==> config.mk <==
export PLATFORM = sky130hd
export DESIGN_NAME = calc_button_cond
export DESIGN_NICKNAME = d
export VERILOG_FILES = /design/src/rtl/calc_input_pkg.sv /design/src/rtl/btn_debounce_core.sv /design/src/rtl/calc_button_cond.sv
export SDC_FILE = /design/constraint.sdc
export NUM_CORES = 1
export LEC_CHECK = 0
export ABC_CLOCK_PERIOD_IN_PS = 1800
export BUFFER_PORTS_ARGS = -buffer_cell sky130_fd_sc_hd__buf_2
export CAP_MARGIN = 40
export CORE_AREA = 2 2 74 76
export DETAILED_ROUTE_END_ITERATION = 8
export DIE_AREA = 0 0 76 78
export PLACE_DENSITY = 0.73
export RECOVER_POWER = 100
export SLEW_MARGIN = 5
export SYNTH_ARGS = -nofsm -noshare
export SYNTH_HDL_FRONTEND = slang
export SYNTH_SLANG_ARGS = --single-unit
==> constraint.sdc <==
create_clock -name clk -period 1.8 [get_ports clk]
set_clock_uncertainty 0.05 [all_clocks]
set_input_delay 0.27 -clock clk [delete_from_list [all_inputs] [get_ports clk]]
set_output_delay 0.27 -clock clk [all_outputs]
set_load 0.02 [all_outputs]
==> src/rtl/calc_input_pkg.sv <==
// Shared types and constants for the calculator push-button conditioner.
package calc_input_pkg;

  typedef enum logic [1:0] {
    IDLE      = 2'd0,
    PRESSED   = 2'd1,
    REPEATING = 2'd2
  } btn_state_e;

  // Defaults assume a 50 MHz clk_g.
  localparam int DEF_DEBOUNCE_CYCLES = 500000;
  localparam int DEF_HOLD_CYCLES     = 25000000;
  localparam int DEF_REPEAT_CYCLES   = 5000000;

  // Bits needed for a counter that runs 0..n-1.
  function automatic int cnt_w(input int n);
    return (n < 2) ? 1 : $clog2(n);
  endfunction

endpackage

==> src/rtl/btn_debounce_core.sv <==
// Two-flop synchroniser and debounce counter; yields the clean level, registered
// edge strobes and the next-edge rise/fall events used by the hold FSM.
module btn_debounce_core
  import calc_input_pkg::*;
#(
  parameter int DEBOUNCE_CYCLES = DEF_DEBOUNCE_CYCLES
) (
  input  logic clk,
  input  logic rst,
  input  logic button_i,
  output logic level_o,
  output logic press_o,
  output logic release_o,
  output logic rise_o,
  output logic fall_o
);

  localparam int            CW   = cnt_w(DEBOUNCE_CYCLES);
  localparam logic [CW-1:0] TERM = CW'(DEBOUNCE_CYCLES - 1);

  logic          s1_q, s2_q;
  logic          level_q, level_d;
  logic          press_q, release_q;
  logic [CW-1:0] cnt_q, cnt_d;
  logic          flip;

  always_comb begin
    flip    = (s2_q != level_q) && (cnt_q == TERM);
    cnt_d   = '0;
    if ((s2_q != level_q) && !flip) cnt_d = cnt_q + 1'b1;
    level_d = flip ? s2_q : level_q;
  end

  assign rise_o = flip & s2_q;
  assign fall_o = flip & ~s2_q;

  always_ff @(posedge clk) begin
    if (rst) begin
      s1_q      <= 1'b0;
      s2_q      <= 1'b0;
      cnt_q     <= '0;
      level_q   <= 1'b0;
      press_q   <= 1'b0;
      release_q <= 1'b0;
    end else begin
      s1_q      <= button_i;
      s2_q      <= s1_q;
      cnt_q     <= cnt_d;
      level_q   <= level_d;
      press_q   <= rise_o;
      release_q <= fall_o;
    end
  end

  assign level_o   = level_q;
  assign press_o   = press_q;
  assign release_o = release_q;

endmodule

==> src/rtl/calc_button_cond.sv <==
// Push-button conditioner for calculator_hex: debounced level, press/release
// strobes and long-press auto-repeat.
module calc_button_cond
  import calc_input_pkg::*;
#(
  parameter int DEBOUNCE_CYCLES = DEF_DEBOUNCE_CYCLES,
  parameter int HOLD_CYCLES     = DEF_HOLD_CYCLES,
  parameter int REPEAT_CYCLES   = DEF_REPEAT_CYCLES,
  parameter bit REPEAT_EN       = 1'b1
) (
  input  logic clk,
  input  logic rst,
  input  logic button,
  output logic btn_level,
  output logic btn_press,
  output logic btn_release,
  output logic btn_repeat,
  output logic btn_long
);

  localparam int            MAXC      = (HOLD_CYCLES > REPEAT_CYCLES) ? HOLD_CYCLES : REPEAT_CYCLES;
  localparam int            HW        = cnt_w(MAXC);
  localparam logic [HW-1:0] HOLD_TERM = HW'(HOLD_CYCLES - 1);
  localparam logic [HW-1:0] REP_TERM  = HW'(REPEAT_CYCLES - 1);

  logic rise, fall;

  btn_debounce_core #(.DEBOUNCE_CYCLES(DEBOUNCE_CYCLES)) u_core (
    .clk       (clk),
    .rst       (rst),
    .button_i  (button),
    .level_o   (btn_level),
    .press_o   (btn_press),
    .release_o (btn_release),
    .rise_o    (rise),
    .fall_o    (fall)
  );

  btn_state_e    state_q, state_d;
  logic [HW-1:0] hold_q, hold_d;
  logic          rep_q, rep_d;
  logic          long_q, long_d;

  // FSM runs off the same-edge debounce events so repeat/long line up with the strobes.
  always_comb begin
    state_d = state_q;
    hold_d  = hold_q;
    rep_d   = 1'b0;
    case (state_q)
      IDLE: begin
        if (rise) begin
          state_d = PRESSED;
          hold_d  = '0;
        end
      end
      PRESSED: begin
        if (fall) begin
          state_d = IDLE;
          hold_d  = '0;
        end else if (hold_q == HOLD_TERM) begin
          hold_d = '0;
          if (REPEAT_EN) begin
            state_d = REPEATING;
            rep_d   = 1'b1;
          end
        end else begin
          hold_d = hold_q + 1'b1;
        end
      end
      REPEATING: begin
        if (fall) begin
          state_d = IDLE;
          hold_d  = '0;
        end else if (hold_q == REP_TERM) begin
          rep_d  = 1'b1;
          hold_d = '0;
        end else begin
          hold_d = hold_q + 1'b1;
        end
      end
      default: begin
        state_d = IDLE;
        hold_d  = '0;
      end
    endcase
    long_d = (state_d == REPEATING);
  end

  always_ff @(posedge clk) begin
    if (rst) begin
      state_q <= IDLE;
      hold_q  <= '0;
      rep_q   <= 1'b0;
      long_q  <= 1'b0;
    end else begin
      state_q <= state_d;
      hold_q  <= hold_d;
      rep_q   <= rep_d;
      long_q  <= long_d;
    end
  end

  assign btn_repeat = rep_q;
  assign btn_long   = long_q;

endmodule

======== Word level (Yosys, flattened, before mapping) ========
Cells that the tools add are included.
storage, ports and cells
  RAM bits ................................ 0
  bits in read-only memories .............. 0
  latch bits .............................. 0
  register bits ........................... 53
  memories ................................ 0
  output and inout port bits .............. 5
cells by class
  add/sub/neg operators ................... 2
  multiply operators ...................... 0
  shift operators ......................... 0
  bitwise operators ....................... 4
  reduce and logical (&&, ||, !) cells .... 5
  $lt $le $gt $ge ......................... 0
  equal/unequal tests ..................... 8
  mux-type cells .......................... 16
  divide/modulo/power cells ............... 0
operator list
  kind                   number
  $mux 25                5
  $pmux 25 s3            1
  $add 25x1->25 const B  1
  $eq 25x23->1 const B   1
  $eq 25x25->1 const B   1
  $add 19x1->19 const B  1
  $eq 19x19->1 const B   1
  $mux 2                 4
  $pmux 2 s3             1
  $eq 2x2->1 const B     2
  $mux 1                 4
  $and 1x1->1            2
  $eq 2x1->1 const B     1
  $logic_and 1x1->1      2
  $logic_not 2->1        1
  $ne 2x2->1 const B     1
  $not 1->1              2
  $pmux 1 s2             1
  $reduce_or 2->1        1
  $logic_not 1->1        1
  $ne 1x1->1             1

======== Logic depth before layout (Yosys ltp) ========
  depth in word-level cells ............... 6
  gate-level depth with buffers ........... 10
  depth with buffers taken out ............ 7

======== Modules after synthesis ========
A second synthesis with hierarchy kept.
second synthesis, totals
  cell total of the unflattened synthesis .. 319
  area, all modules ....................... 2682.6 um^2
by module, submodules not included
  module             times used  area each (um^2)  sequential area each (um^2)  cells an instance
  calc_button_cond   1           1590.3            580.6                        201
  btn_debounce_core  1           1092.3            480.5                        118

======== Worst setup path after synthesis ========
Ideal clock, no wire load.
  kind .................................... reg2reg
  start ................................... register hold_q[0]
  end ..................................... register hold_q[16]
  period minus slack after synthesis ...... 2.028 ns
  data arrival time ....................... 1.903 ns
  path buffers ............................ 0
  slack ................................... -0.228 ns
  setup time .............................. 0.074 ns
  cell stages (with the launch flop) ...... 8
  cell sequence ........................... dfxtp_1 > ha_1 > and3_2 > nand4_1 > o21ai_1 > a21oi_2 > or4b_1 > a31oi_1
on the way
  longest elaborated chain between the ends .. 4
  elaborated cells on any way between the ends .. 8
  classes of those cells .................. add/sub: 1; eq/ne: 2; mux: 5
RTL lines
  what                                         RTL line                                        text
  start: declaration                           calc_button_cond.sv:40                          logic [HW-1:0] hold_q, hold_d;
  start signal: assignment                     calc_button_cond.sv:97                          hold_q <= hold_d;
  $add 25x1->25, or another cell as far along  calc_button_cond.sv:67, calc_button_cond.sv:78
  $mux 25 (on tied branches)                   calc_button_cond.sv:74, calc_button_cond.sv:60
  $mux 25 (on tied branches)                   calc_button_cond.sv:71, calc_button_cond.sv:57
  $pmux 25 s3 *                                calc_button_cond.sv:49                          case (state_q)
Every way passes the cells marked *; elsewhere a longest branch is shown, timed or not.
A chain may end at the register's enable or synchronous reset.

======== Worst setup path in the final report ========
  start ................................... register hold_q[1]
  end ..................................... register hold_q[7]
Same word-level chain as after synthesis.

==> summary.md <==
| Metric | Value |
|---|---|
| Syn Area/Cell | between 8 and 9 um^2 |
| Row Count | 26 |
| CP required | roughly 2000 ps |
| Post-Syn Instances | roughly 330 |
| Largest net degree at the start of global routing | 25 |
| CP max FO | 12 |
| Vias per cell | 5.79 |
| Final setup viols | 26 |
| Synth area leader | dfxtp_1 |
| Worst-Skew Late Latency | ~310 ps |
| Actual transition at the worst max-transition pin | around 580 ps |
| DR pass1 iterations | 7 |
| Largest family of logic cells by synthesized area | simple AND/OR/NAND/NOR gates |
| CTS buffer count | 5 |
| Syn nets | about 340 |
| Max Cap Viol | 0 |
| Setup_tns | -1890 ps |
| Root Driver | clkbuf_8 |
| Worst setup EP type | flop |
| Pins Over Slew Limit | 0 |
| CTS Buffer Depth | 2 |
| Commonest non-fill, non-tap cell in the layout | buf_4 |
| FFs w/ async S/R, synth | 0 |
| Vias | 2768 |
| PwrDens | 548 nW/um^2 |
| Yosys reg bits | 53 |
| H-tree depth | 2 |
| Initial DRC Count | about 320 |
| Period utilization | 1.08 |
| Die W | roughly 76 um |
| Synth Area in Adders | 0.0277 |
| Sink Count | 53 |
| Final nets | 416 |
| Critical Setup Path Class | reg -> reg |
| Worst R2R Setup Slack | -140 ps |
| Startpoint Class | flop |
| Pleak | ~1.4 nW |
| Ant. Diodes | 0 |
| Max-slew headroom | 0.613 |
| Hold path start | button |
| Port Buf Inserts | 7 |
| Compound-Gate Fraction of Synth Area | 0.105 |
| Area contributors post-synth | dfxtp_1, nand3_1, nor2_1 |
| Hold path depth | 2 |
| Vias in the first global route | between 2000 and 3000 |
| Most frequent cells in the layout | buf_4, nand3_1, nor2_1 |
| Post-Synth Simple-Gate Area | 0.366 |
| Core ar. | roughly 5000 um^2 |
| VDD IR max | about 0.44 mV |
| Sequential area share after synthesis | 0.391 |
| Fmax | 516 MHz |
| Final Hold Fails | 0 |
| Top Ports | 8 |
| GRT Overall Usage | 0.231 |
| Total gr overflow | 0 |
| Worst min path class | in -> reg |
| R2r endpoint | hold_q[7] |
| Number of synthesized flops with an enable pin | 0 |
| Initial core utilization | 0.538 |
| Arr. time, crit path | around 2100 ps |
| Synth Flop Type | dfxtp_1 |
| Routed WL per cell | 16.2 um |
| DIE AREA | approximately 5900 um^2 |
| Fin util | 0.752 |
| Synth unique cells | 48 |
| Fraction of layout cells with a size suffix above 1 | 0.363 |
| RSZ-0062 raised after global routing | true |
| Initial antenna violation count | 0 |
| Global-route wire length before repair | ~11 mm |
| Final worst slack | -139 ps |
| RR Startpoint | hold_q[1] |
| CTS clk-pin slew, worst paths | approximately 100 ps |
| GP Congestion | approximately 0.94 |
| CTS tree | done |
| Remaining DRCs | 0 |
| # hold bufs at CTS | 0 |
| CP Launch Point | hold_q[1] |
| Status | complete, but fails checks |
| Post-Syn Area | 2710 um^2 |
| Synth warn | 0 |
| Cells on worst reg2reg path | 9 |
| Routed WL | 7.74 mm |
| Yosys top cell area share | 0.391 |
| Final min period | between 1500 and 2000 ps |
| Area Growth Syn to Fin | 39.6% |
| DIE HEIGHT | approximately 78 um |
| Worst Hold Path EP | u_core.s1_q |
| Failing checks | setup timing |
| Synth Area in XOR/XNOR | 0.0710 |
| Mux contribution to synthesized area | 0 |
| Dpl hpwl | 4.66 mm |
| Antenna viol nets, final | 0 |
## state kept, by name, summed over array words and instances, names as in the netlist
register	count
hold_q	25
u_core.cnt_q	19
state_q	2
btn_long	1
btn_repeat	1
u_core.level_o	1
u_core.press_o	1
u_core.release_o	1
u_core.s1_q	1
u_core.s2_q	1
## worst max-delay path, cell delays in order, from the launching register on
cell       delay [ps]
dfxtp_2           340
ha_4              150
and3_4            190
nand4_1           150
o21ai_2           110
a21oi_4           250
buf_4             170
clkbuf_16         150
nand3_1            90
a31oi_1           210
## layer usage
layer / part of all wire / vias up / track usage
met5: 0 / - / 0
li1: - / 1343 / -
met4: 0.036 / 0 / 0.0891
met1: 0.40 / 1301 / 0.276
met3: 0.057 / 33 / 0.0500
met2: 0.50 / 91 / 0.408
## synthesized netlist by cell type, types with 6 or more instances
| master | number |
|---|---|
| a31oi_1 | 16 |
| nand4_1 | 14 |
| nor2_1 | 40 |
| and4_1 | 7 |
| nand3_1 | 46 |
| nand2_1 | 33 |
| nor3_1 | 7 |
| ha_1 | 6 |
| dfxtp_1 | 53 |
| xor2_1 | 15 |
| clkbuf_1 | 6 |
| xnor2_1 | 7 |
| buf_2 | 6 |
| a21oi_1 | 7 |
## power breakdown
group | leakage (nW) | switching (mW) | internal, mW
sequential | 0.434 | 0.00151 | 1.17
clock | 0.0574 | 0.412 | 0.453
combinational | 0.921 | 0.0228 | 0.0127
## layout make-up
class | instances | area, um^2
Clock buffer | 6 | 82.6
Clock inverter | 2 | 37.5
Fill cell | 344 | 1250
Inverter | 5 | 18.8
Multi-Input combinational cell | 253 | 1790
Sequential cell | 53 | 1080
Tap cell | 70 | 87.6
Timing Repair Buffer | 89 | 699
## stage by stage
stage                     hold slack (ps)  instances  instance area (um^2)  setup slack (ps)  power [mW]
after global routing                  128        478                  3790              -220        2.14
after CTS                             130        468                  3560              -106        2.08
final                                 141        478                  3790              -139        2.08
after detailed placement              388        455                  3340              -129        1.24
after global placement                371        455                  3340             -92.4        1.24
after floorplan                       348        327                  2810             -71.5        1.22
## cells by family (layout without fill, tap and decap cells)
logic type	after synthesis	in the layout
compound gates	42	43
xor+xnor	22	22
buf+inv	22	102
simple gates	182	182
flops	53	53
fa+ha+maj	6	6
## repair_timing
| item | 4_1_cts | 5_1_grt |
|---|---|---|
| setup endpoints to repair | 26 | 45 |
| gates cloned | 2 | 2 |
| pin swaps | 10 | 7 |
| endpoints found under the hold margin | 0 | 0 |
| buffers inserted | 3 | 8 |
| resized for setup | 13 | 37 |
## worst max path at each step
stage / endpoint / slack (ps) / depth (start not counted)
3_3_place_gp: hold_q[11] / -90 / 7
6_report: hold_q[7] / -140 / 9
2_1_floorplan: hold_q[20] / -70 / 9
3_5_place_dp: hold_q[16] / -130 / 5
5_1_grt: hold_q[16] / -220 / 7
4_1_cts: hold_q[16] / -110 / 7
Note: power is estimated with default switching activity, not from simulation.
